===== src/rtl/adder_pkg.sv =====
// Shared defaults and result type for the adder block.
package adder_pkg;

    localparam int WIDTH_DEF     = 4;
    localparam int ACC_WIDTH_DEF = 8;

    // Result of one addition at the default operand width: carry-out in the MSB.
    typedef logic [WIDTH_DEF:0] sum_t;

    // Occupancy of the two-entry result queue.
    typedef enum logic [1:0] {
        FIFO_EMPTY = 2'd0,
        FIFO_ONE   = 2'd1,
        FIFO_FULL  = 2'd2
    } fifo_level_e;

endpackage


===== src/rtl/adder_fifo.sv =====
// Two-entry valid/ready queue holding registered adder results.
// Storage is not reset; occupancy and pointers are, and the output
// is forced to zero while the queue is empty.
module adder_fifo
    import adder_pkg::*;
#(
    parameter int DATA_W = WIDTH_DEF + 1
) (
    input  logic              clk,
    input  logic              rst_n,
    input  logic              in_valid,
    output logic              in_ready,
    input  logic [DATA_W-1:0] in_data,
    output logic              out_valid,
    input  logic              out_ready,
    output logic [DATA_W-1:0] out_data
);

    logic [DATA_W-1:0] mem_p1 [2];
    logic              wr_ptr;
    logic              rd_ptr;
    fifo_level_e       level;
    logic              push;
    logic              pop;

    // Handshake decode: a full queue refuses pushes even when popping.
    always_comb begin
        in_ready  = (level != FIFO_FULL);
        out_valid = (level != FIFO_EMPTY);
        push      = in_valid && in_ready;
        pop       = out_valid && out_ready;
        out_data  = out_valid ? mem_p1[rd_ptr] : '0;
    end

    // Data storage: written on every accepted push.
    always_ff @(posedge clk) begin
        if (push) begin
            mem_p1[wr_ptr] <= in_data;
        end
    end

    // Pointers and occupancy; reset empties the queue immediately.
    always_ff @(posedge clk or negedge rst_n) begin
        if (!rst_n) begin
            wr_ptr <= 1'b0;
            rd_ptr <= 1'b0;
            level  <= FIFO_EMPTY;
        end else begin
            if (push) begin
                wr_ptr <= ~wr_ptr;
            end
            if (pop) begin
                rd_ptr <= ~rd_ptr;
            end
            unique case ({push, pop})
                2'b10: level <= (level == FIFO_EMPTY) ? FIFO_ONE : FIFO_FULL;
                2'b01: level <= (level == FIFO_FULL) ? FIFO_ONE : FIFO_EMPTY;
                default: level <= level;
            endcase
        end
    end

endmodule


===== src/rtl/adder.sv =====
// Unsigned adder with a combinational sum, a registered two-entry
// result queue, and a saturating running accumulator.
module adder
    import adder_pkg::*;
#(
    parameter int WIDTH     = WIDTH_DEF,
    parameter int ACC_WIDTH = ACC_WIDTH_DEF
) (
    input  logic                 clk,
    input  logic                 rst_n,
    input  logic [WIDTH-1:0]     a,
    input  logic [WIDTH-1:0]     b,
    output logic [WIDTH:0]       sum,
    input  logic                 in_valid,
    output logic                 in_ready,
    output logic                 out_valid,
    input  logic                 out_ready,
    output logic [WIDTH:0]       out_sum,
    input  logic                 acc_en,
    input  logic                 acc_clr,
    output logic [ACC_WIDTH-1:0] acc,
    output logic                 acc_sat
);

    typedef logic [WIDTH:0] res_t;

    res_t                 sum_p0;
    logic                 accept_p0;
    logic [ACC_WIDTH:0]   acc_next_p0;
    logic [ACC_WIDTH-1:0] acc_p1;
    logic                 sat_p1;

    // Saturating accumulate: MSB of the result flags a clamp, the rest is
    // min(acc + s, 2^ACC_WIDTH-1). ACC_WIDTH >= WIDTH+1 so s always fits.
    function automatic logic [ACC_WIDTH:0] sat_add(input logic [ACC_WIDTH-1:0] cur,
                                                   input res_t s);
        logic [ACC_WIDTH:0] ext;
        logic [ACC_WIDTH:0] wide;
        ext          = '0;
        ext[WIDTH:0] = s;
        wide         = {1'b0, cur} + ext;
        if (wide[ACC_WIDTH]) begin
            sat_add = {1'b1, {ACC_WIDTH{1'b1}}};
        end else begin
            sat_add = {1'b0, wide[ACC_WIDTH-1:0]};
        end
    endfunction

    // Combinational sum, independent of clock and reset.
    always_comb begin
        sum_p0      = res_t'(a) + res_t'(b);
        sum         = sum_p0;
        accept_p0   = in_valid && in_ready;
        acc_next_p0 = sat_add(acc_p1, sum_p0);
    end

    // Result queue: accepted sums land on out_sum one edge later.
    adder_fifo #(
        .DATA_W (WIDTH + 1)
    ) u_fifo (
        .clk       (clk),
        .rst_n     (rst_n),
        .in_valid  (in_valid),
        .in_ready  (in_ready),
        .in_data   (sum_p0),
        .out_valid (out_valid),
        .out_ready (out_ready),
        .out_data  (out_sum)
    );

    // Accumulator: clear wins over accumulate; saturation flag is sticky.
    always_ff @(posedge clk or negedge rst_n) begin
        if (!rst_n) begin
            acc_p1 <= '0;
            sat_p1 <= 1'b0;
        end else if (acc_clr) begin
            acc_p1 <= '0;
            sat_p1 <= 1'b0;
        end else if (accept_p0 && acc_en) begin
            acc_p1 <= acc_next_p0[ACC_WIDTH-1:0];
            sat_p1 <= sat_p1 | acc_next_p0[ACC_WIDTH];
        end
    end

    // Registered accumulator state drives the ports directly.
    always_comb begin
        acc     = acc_p1;
        acc_sat = sat_p1;
    end

endmodule


===== config.mk =====
export PLATFORM = sky130hd
export DESIGN_NAME = adder
export DESIGN_NICKNAME = d
export VERILOG_FILES = /design/src/rtl/adder_pkg.sv /design/src/rtl/adder_fifo.sv /design/src/rtl/adder.sv
export SDC_FILE = /design/constraint.sdc
export NUM_CORES = 1
export LEC_CHECK = 0
export CAP_MARGIN = 10
export CORE_MARGIN = 1
export CORE_UTILIZATION = 43
export CTS_CLUSTER_DIAMETER = 200
export DETAILED_ROUTE_END_ITERATION = 7
export MAX_ROUTING_LAYER = met4
export PLACE_DENSITY = 0.86
export SLEW_MARGIN = 0
export SYNTH_ARGS = -nofsm -noshare
export SYNTH_HDL_FRONTEND = slang
export SYNTH_HIERARCHICAL = 1
export SYNTH_SLANG_ARGS = --single-unit

===== constraint.sdc =====
create_clock -name clk -period 2.06 [get_ports clk]
set_clock_uncertainty 0.2 [all_clocks]
set_input_delay 0.309 -clock clk [delete_from_list [all_inputs] [get_ports clk]]
set_output_delay 0.309 -clock clk [all_outputs]
set_load 0.01 [all_outputs]

* Word level (Yosys, flattened, before mapping)
Memories as Yosys holds them, arrays and structs flattened.
Cells that the tools add are included.
** Word-level totals
- Bits in registers :: 13
- Latch bits :: 0
- Bits in writable memories :: 10
- Memory bits (read-only) :: 0
- Input port bits :: 14
- Output and inout port bits :: 21
- Word-level logic and storage cells :: 33
- Memories :: 1
** Memories
- u_fifo.mem_p1 :: depth 2, width 5, read ports 1, clocked after Yosys merged registers in 0, write ports 1, line adder_fifo.sv:19 : logic [DATA_W-1:0] mem_p1 [2];
** Cells by class
- $add $sub $neg :: 2
- Multipliers :: 0
- Divide/modulo/power cells :: 0
- Order comparisons :: 0
- Equality and inequality tests :: 4
- Shifts and indexed selects :: 0
- Muxes and demuxes :: 11
- Bitwise gates (word level) :: 3
- Reduce and logical (&&, ||, !) cells :: 7
** Operators by type and width (count)
- 8-bit two-way mux :: 2
- 8-bit by 5-bit adder with 9-bit output :: 1
- 9-bit two-way mux :: 1
- 2-bit nonzero test :: 3
- 4-bit by 4-bit adder with 5-bit output :: 1
- 1-bit two-way mux :: 5
- 5-bit two-way mux :: 1
- 2-bit equality test (second input constant) :: 2
- 2-bit one-hot mux with 2 select lines :: 1
- 1-bit logical AND :: 3
- 2-bit by 1-bit equality test with 1-bit output (second input constant) :: 1
- 2-bit logical NOT :: 1
- 2-bit two-way mux :: 1
- 2-bit != test (second input constant) :: 1
- 1-bit NOT :: 2
- 1-bit bitwise OR :: 1

* Longest topological paths before layout
Gate-level depths: netlist of run 1.
- Depth in word-level cells :: 6
- Depth in mapped cells :: 9
- Depth with buffers taken out :: 9

* Modules after synthesis
Netlist of run 1, hierarchy kept.
** By module, submodules not included
- adder :: times used 1, cells an instance 82, area each 770.7 um^2, sequential area each 225.2 um^2
- adder_fifo :: times used 1, cells an instance 41, area each 588.1 um^2, sequential area each 400.4 um^2

* Worst setup path after synthesis of run 1
Ideal clock, no wire load.
- Path type :: input -> register
- From :: input a[0]
- To :: register acc_p1[4] (netlist: acc[4])
- Library setup time :: 80 ps
- Data arrival time :: 2455 ps
- Required time :: 1780 ps
- Setup slack :: -675 ps
- Stages on the path :: 8
- Path buffers :: 0
- Path through :: ha_1 > fa_1 > xor2_1 > ha_1 > nor2b_4 > o31a_1 > or3_1 > o211ai_2
** Between the ends
- Longest elaborated chain between the ends :: 5
** RTL lines
- start, declared :: line adder.sv:11 : input logic [WIDTH-1:0] a,
- 4-bit by 4-bit adder with 5-bit output :: line adder.sv:51 : sum_p0 = res_t'(a) + res_t'(b);
- net sum[2] :: line adder.sv:13 : output logic [WIDTH:0] sum,
- 8-bit by 5-bit adder with 9-bit output :: line adder.sv:41 : wide = {1'b0, cur} + ext;
- 9-bit two-way mux :: line adder.sv:42 : if (wide[ACC_WIDTH]) begin
- 8-bit two-way mux :: line adder.sv:79 : end else if (accept_p0 && acc_en) begin
- 8-bit two-way mux :: line adder.sv:76 : end else if (acc_clr) begin
- end signal, assigned :: line adder.sv:80 : acc_p1 <= acc_next_p0[ACC_WIDTH-1:0];
- end, declared :: line adder.sv:30 : logic [ACC_WIDTH-1:0] acc_p1;
The timed path passes the listed nets, and every way through them passes these cells. The select of a mux whose other input is x is not followed.
A chain may end at the register's enable or synchronous reset.

* Worst setup path after layout of run 1
- From :: input b[0]
- To :: register acc_p1[7] (netlist: acc[7])
** Between the ends
- Longest elaborated chain between the ends :: 5
** RTL lines
- start, declared :: line adder.sv:12 : input logic [WIDTH-1:0] b,
- 4-bit by 4-bit adder with 5-bit output :: line adder.sv:51
- 8-bit by 5-bit adder with 9-bit output :: line adder.sv:41
- 9-bit two-way mux :: line adder.sv:42
- 8-bit two-way mux :: line adder.sv:79
- 8-bit two-way mux :: line adder.sv:76
Every way passes these cells. The select of a mux whose other input is x is not followed.

==> metrics.md, run 1 <==
| Metric | Value |
|---|---|
| Commonest cells in the netlist | dfrtp_1 (13), edfxtp_1 (10), ha_1 (10) |
| Synth cell types | 37 |
| Clock-pin slew on the worst setup and hold paths | 0.13 ns |
| Syn avg cell area | 11.0 sq um |
| CP Launch Type | input port |
| RSZ-0062 raised after global routing | yes |
| Final setup TNS | -2.86 ns |
| Sequential cell area fraction in the yosys report | 0.460 |
| Slew Viols, Final | 0 |
| Yosys top cell by area | dfrtp_1 |
| Die Y | 58.2 um |
| Chip width | 58.2 um |
| Dominant synthesized flop cell | dfrtp_1 |
| Design Power | 1.91 mW |
| CTS buffer count | 3 |
| Worst rel slew slack | 0.567 |
| Most frequent cell after synthesis | dfrtp_1 |
| Worst vdd ir | 0.381 mV |
| Vias in the first global route | 1281 |
| CP arrival | 2.39 ns |
| Design area | 0.00213 sq mm |
| Row cnt | 20 |
| Mapped Area | 0.00136 sq mm |
| # port buffers | 34 |
| Total Routing Usage GR | 0.245 |
| Initial DRC count | 47 |
| Power density over the cells | 899 mW/mm^2 |
| Pin count of the biggest net entering global routing | 14 |
| Final core occ | 0.704 |
| Initial core utilization | 0.449 |
| Clock buffer depth | 2 |
| Area growth syn-to-layout | 56.8% |
| Largest cells by area after synthesis | dfrtp_1 (24%), edfxtp_1 (22%), ha_1 (9.2%) |
| Wirelength, routed | 3650 um |
| Grt ovf | 0 |
| TritonCTS clock tree | done |
| CTS sink cnt | 23 |
| Clk Latency, worst-skew pair | 0.31 ns |
| Hold Crit Class | in2async |
| Final hold vios | 0 |
| Failing checks | setup timing |
| Crit. End Element | flip-flop |
| Nets | 207 |
| Core Box Area | 0.00303 sq mm |
| Drt pass-1 iters | 4 |
| Synth Instances | 123 |
| Diode count | 0 |
| Yosys top cell area share | 0.239 |
| H-tree levels | 1 |
| Initial antenna violation count | 0 |
| DR WL/cell | 16.3 um |
| Die ar. | 0.00339 sq mm |
| DR vias | 1217 |
| FF+latch count, synth | 23 |
| Clk root buf | clkbuf_4 |
| Slew @ Worst Pin | 0.648 ns |
| Final setup vio count | 15 |
| Tmin final | 2.38 ns |
| CP Class | in2reg |
| Critical path peak fanout | 5 |
| Final setup margin | -0.315 ns |
| First-pass GRT wire length | 6000 um |
| Via/cell ratio | 5.43 |
| Remaining DRCs | 0 |
| DRT antenna net count | 0 |
| DP HPWL | 2470 um |
| Highest Clock Rate | 421 MHz |
| Status | finished, violations left |
| Max cap viols | 0 |
| Hold-fix buffers at CTS | 0 |
| Layout cells sized above 1 | 0.322 |
| Fin crit share | 1.15 |
| Post-Syn Nets | 149 |
| Total leakage power | 0.914 nW |
| Placed instance area | 0.00196 sq mm |
| Syn. warnings | 6 |
| GPL Wtd Cong | 0.901 |
| I/O Pins | 35 |
| CP required | 2.08 ns |
| Ys async rst share | 0.565 |
| Post-synth EDFFs | 10 |
## where the power goes
group	internal (mW)	switching, mW
registers	0.596	0.106
logic	0.542	0.460
clock network	0.0757	0.134
total	1.21	0.701
## critical path, cell delays in order
cell and delay, ns:
buf_8 0.10, ha_4 0.15, fa_2 0.35, a21o_1 0.20
a21o_1 0.21, ha_4 0.33, o21a_1 0.12, o31a_1 0.26
nor3_2 0.09, a311oi_2 0.28
## final cells by class
class / count / area [sq um]
inverters: 10 / 37.5
multi-input cells: 87 / 870
fillers: 193 / 897
flip-flops and latches: 23 / 626
repair buffers: 56 / 517
well taps: 44 / 55.1
clock buffers: 4 / 26.3
## cell families after synthesis
| logic type | synth area share |
|---|---|
| AO/OA/AOI/OAI | 0.154 |
| XOR/XNOR | 0.0322 |
| adder cells (fa/ha/maj) | 0.122 |
| buffers and inverters | 0.0368 |
| flip-flops | 0.460 |
| multiplexers | 0.0516 |
| AND/OR/NAND/NOR | 0.144 |
## per-stage QoR
step / hold WS (ns) / std cells / setup WS [ns]
floorplan: -0.187 / 123 / -0.466
global placement: 0.276 / 214 / -0.988
detailed placement: 0.295 / 214 / -1.06
CTS: 0.201 / 222 / -0.289
global route: 0.176 / 224 / -0.370
finish: 0.176 / 224 / -0.315
## placed cells by master (no fill, tap or decap), types with 2 or more instances in the layout
cell / n
a21o_1: 5
nand2_2: 2
o21ai_0: 2
nor2_1: 8
a21oi_1: 5
ha_1: 4
ha_4: 6
buf_2: 2
o211ai_1: 3
clkbuf_4: 3
inv_1: 9
nor2b_1: 2
dlygate4sd2_1: 4
nand3_1: 4
nor3_1: 4
and3_1: 3
buf_4: 16
xor2_1: 2
mux2i_1: 7
nor2b_4: 2
fa_2: 2
o21a_1: 2
edfxtp_1: 10
clkdlybuf4s50_1: 22
dfrtp_1: 13
buf_6: 9
o21ai_1: 2
## registers in the layout, summed over array words and instances (netlist names)
name / cells
u_fifo/wr_ptr: 1
u_fifo/mem_p1: 10
acc_sat: 1
u_fifo/rd_ptr: 1
u_fifo/level: 2
acc: 8
## metal layers
metal,global-route usage,wire (um),vias to the layer above
met5,-,0,-
met4,0.0884,129,0
met3,0.0357,162,14
met2,0.422,1930,49
met1,0.291,1430,592
li1,-,-,562
## timing repair
item,in CTS,in global routing
setup buffers,4,2
pin swaps,19,5
gates resized for setup,50,9
endpoints found under the setup margin,20,20
## worst paths after layout
kind	start	to	slack [ns]	depth (start not counted)
hold / removal	rst_n	u_fifo/rd_ptr	0.18	1
max in group asynchronous	rst_n	acc[0]	1.06	1
min in group clk	b[0]	u_fifo/mem_p1[0][0]	0.21	3
hold reg to reg	u_fifo/wr_ptr	u_fifo/wr_ptr	0.32	1
setup / recovery	b[0]	acc[7]	-0.32	10
setup reg to reg	acc[0]	acc[7]	-0.04	7
Power figures use the tool's default switching activity.
==> inputs of run 2 (changes only) <==
CTS_CLUSTER_SIZE = 30   (was unset)
==> results of run 2 <==
No change in the layout: final DEF, timing and power equal those of run 1.
==> inputs of run 3 (changes only) <==
GPL_ROUTABILITY_DRIVEN = 0   (was unset)
==> run 3 against run 2 <==
Net effect:
- the run still ends with setup timing left
- flip-flop and latch count did not move
- combinational power barely moved
- setup slack lost 0.080 ns
- first-iteration DRC count fell by 11%
- largest cell class unchanged
==> metrics.md, run 3 (synthesis results as in run 1) <==
| Metric | Value |
|---|---|
| Worst vdd ir | 0.358 mV (was 0.381 mV) |
| Crit-path cells | buf_8 > ha_4 > fa_2 > a21o_1 > a21o_1 > ha_4 > o21a_1 > o31a_1 > buf_4 > nor3_2 > a311oi_2 (was buf_8 > ha_4 > fa_2 > a21o_1 > a21o_1 > ha_4 > o21a_1 > o31a_1 > nor3_2 > a311oi_2) |
| Row cnt | 20 (unchanged) |
| I/O Pins | 35 (unchanged) |
| CP delay by family, top | compound AO/OA/AOI/OAI gates (unchanged) |
| Initial DRC count | 42 (was 47) |
| Crit. End Element | flip-flop (unchanged) |
| RSZ-0062 raised after global routing | yes (unchanged) |
| Dpl ws | -1.06 ns (about the same) |
| Worst rel slew slack | 0.578 (was 0.567) |
| Remaining DRCs | 0 (unchanged) |
| DP HPWL | 2650 um (was 2470 um) |
| Initial core utilization | 0.449 (unchanged) |
| Fin cells | 230 (was 224) |
| CTS buffer count | 3 (unchanged) |
| TritonCTS clock tree | done (unchanged) |
| FF-to-FF setup slack | -0.16 ns (was -0.04 ns) |
| Placed instance area | 0.00199 sq mm (was 0.00196 sq mm) |
| Die Y | 58.2 um (unchanged) |
| CP arrival | 2.47 ns (was 2.39 ns) |
| Core Box Area | 0.00303 sq mm (unchanged) |
| Final setup TNS | -3.02 ns (was -2.86 ns) |
| Clock-pin slew on the worst setup and hold paths | 0.13 ns (about the same) |
| Worst path slowest cell | fa_2 (unchanged) |
| CTS sink cnt | 23 (unchanged) |
| Failing checks | setup timing (unchanged) |
| Final setup margin | -0.395 ns (was -0.315 ns) |
| Grt ovf | 0 (unchanged) |
| Final hold vios | 0 (unchanged) |
| Die ar. | 0.00339 sq mm (unchanged) |
| DR WL/cell | 15.9 um (was 16.3 um) |
| Tmin final | 2.46 ns (was 2.38 ns) |
| Area growth syn-to-layout | 58.1% (was 56.8%) |
| Most frequent cells in the layout | buf_4 (24), clkdlybuf4s50_1 (18), dfrtp_1 (12), edfxtp_1 (10), inv_1 (9) (was clkdlybuf4s50_1 (22), buf_4 (16), dfrtp_1 (13), edfxtp_1 (10)) |
| Pin count of the biggest net entering global routing | 14 (unchanged) |
| Slew Viols, Final | 0 (unchanged) |
| Highest Clock Rate | 407 MHz (was 421 MHz) |
| Layout cells sized above 1 | 0.339 (was 0.322) |
| Nets | 213 (was 207) |
| Post-Place Cells | 218 (was 214) |
| CP required | 2.07 ns (was 2.08 ns) |
| Design area | 0.00215 sq mm (was 0.00213 sq mm) |
| Initial antenna violation count | 0 (unchanged) |
| Clock buffer depth | 2 (unchanged) |
| Final setup vio count | 11 (was 15) |
| Total Routing Usage GR | 0.237 (was 0.245) |
| Hold Crit Class | in2async (unchanged) |
| CP Launch Type | input port (unchanged) |
| Status | finished, violations left (unchanged) |
| # port buffers | 34 (unchanged) |
| Commonest non-fill, non-tap cell in the layout | buf_4 (was clkdlybuf4s50_1) |
| Max reg flops | 10 (unchanged) |
| Diode count | 0 (unchanged) |
| Drt pass-1 iters | 6 (was 4) |
| Slew @ Worst Pin | 0.631 ns (was 0.648 ns) |
| H-tree levels | 1 (unchanged) |
| Critical path peak fanout | 5 (unchanged) |
| Total leakage power | 0.952 nW (was 0.914 nW) |
| Largest reg by FF count | u_fifo/mem_p1 (unchanged) |
| First-pass GRT wire length | 5810 um (was 6000 um) |
| Clk root buf | clkbuf_4 (unchanged) |
| Worst path max stage delay | 0.38 ns (was 0.35 ns) |
| Wirelength, routed | 3650 um (about the same) |
| Power density over the cells | 893 mW/mm^2 (was 899 mW/mm^2) |
| CP Class | in2reg (unchanged) |
| DRT antenna net count | 0 (unchanged) |
| Max cap viols | 0 (unchanged) |
| Fin crit share | 1.19 (was 1.15) |
| Chip width | 58.2 um (unchanged) |
| Vias in the first global route | 1264 (was 1281) |
| DR vias | 1209 (was 1217) |
| CP Buf/Inv Count | 2 (was 1) |
| Final core occ | 0.710 (was 0.704) |
| Clk Latency, worst-skew pair | 0.31 ns (about the same) |
| Via/cell ratio | 5.26 (was 5.43) |
-- run 3: cell count changes in the layout (fill, tap and decap cells not counted), moves of 2 or more --
cell             previous run  this run
buf_6                       9         6
o21ai_0                     2         0
dlygate4sd2_1               4         7
buf_4                      16        24
o21ai_1                     2         4
clkdlybuf4s50_1            22        18
-- run 3: area by class of cell --
class                           instances  area [sq um]
Sequential cell                        23           627
Clock buffer                            4          26.3
Timing Repair Buffer                   62           547
Tap cell                               44          55.1
Inverter                               10          37.5
Multi-Input combinational cell         87           856
Fill cell                             210           880
-- run 3: stage by stage --
| step | power (mW) | hold slack [ns] |
|---|---|---|
| 6_report | 1.92 | 0.169 |
| 5_1_grt | 2.05 | 0.191 |
| 4_1_cts | 1.92 | 0.185 |
| 3_5_place_dp | 1.64 | 0.298 |
| 3_3_place_gp | 1.59 | 0.276 |
| 2_1_floorplan | 1.22 | -0.187 |
-- run 3: per-layer routing --
metal | share of wire | track usage | vias up
met4 | 0.020 | 0.0748 | 0
met3 | 0.045 | 0.0246 | 8
met1 | 0.41 | 0.282 | 592
met2 | 0.53 | 0.419 | 33
met5 | 0 | - | -
li1 | - | - | 576
-- run 3: repair_timing --
item                       4_1_cts  5_1_grt
hold endpoints to repair         0        0
pin swaps                       11        1
setup endpoints to repair       20       15
hold buffers                     0        0
cloned                           0        0
resized for setup               53        6
setup buffers                    7        1
-- run 3: report_power, final --
part	internal, mW	switching [mW]	leakage, nW	total, mW
registers	0.599	0.0906	0.263	0.689
logic	0.547	0.471	0.673	1.02
clock network	0.0757	0.136	0.0150	0.212
total	1.22	0.697	0.952	1.92
-- run 3: final timing paths --
kind	startpoint	endpoint	depth (start not counted)
min in group clk	a[0]	u_fifo/mem_p1[1][0]	3
min reg2reg	u_fifo/wr_ptr	u_fifo/wr_ptr	1
max in group asynchronous	rst_n	u_fifo/rd_ptr	1
max	b[0]	acc[7]	11
min	rst_n	u_fifo/rd_ptr	1
max reg2reg	acc[0]	acc_sat	8
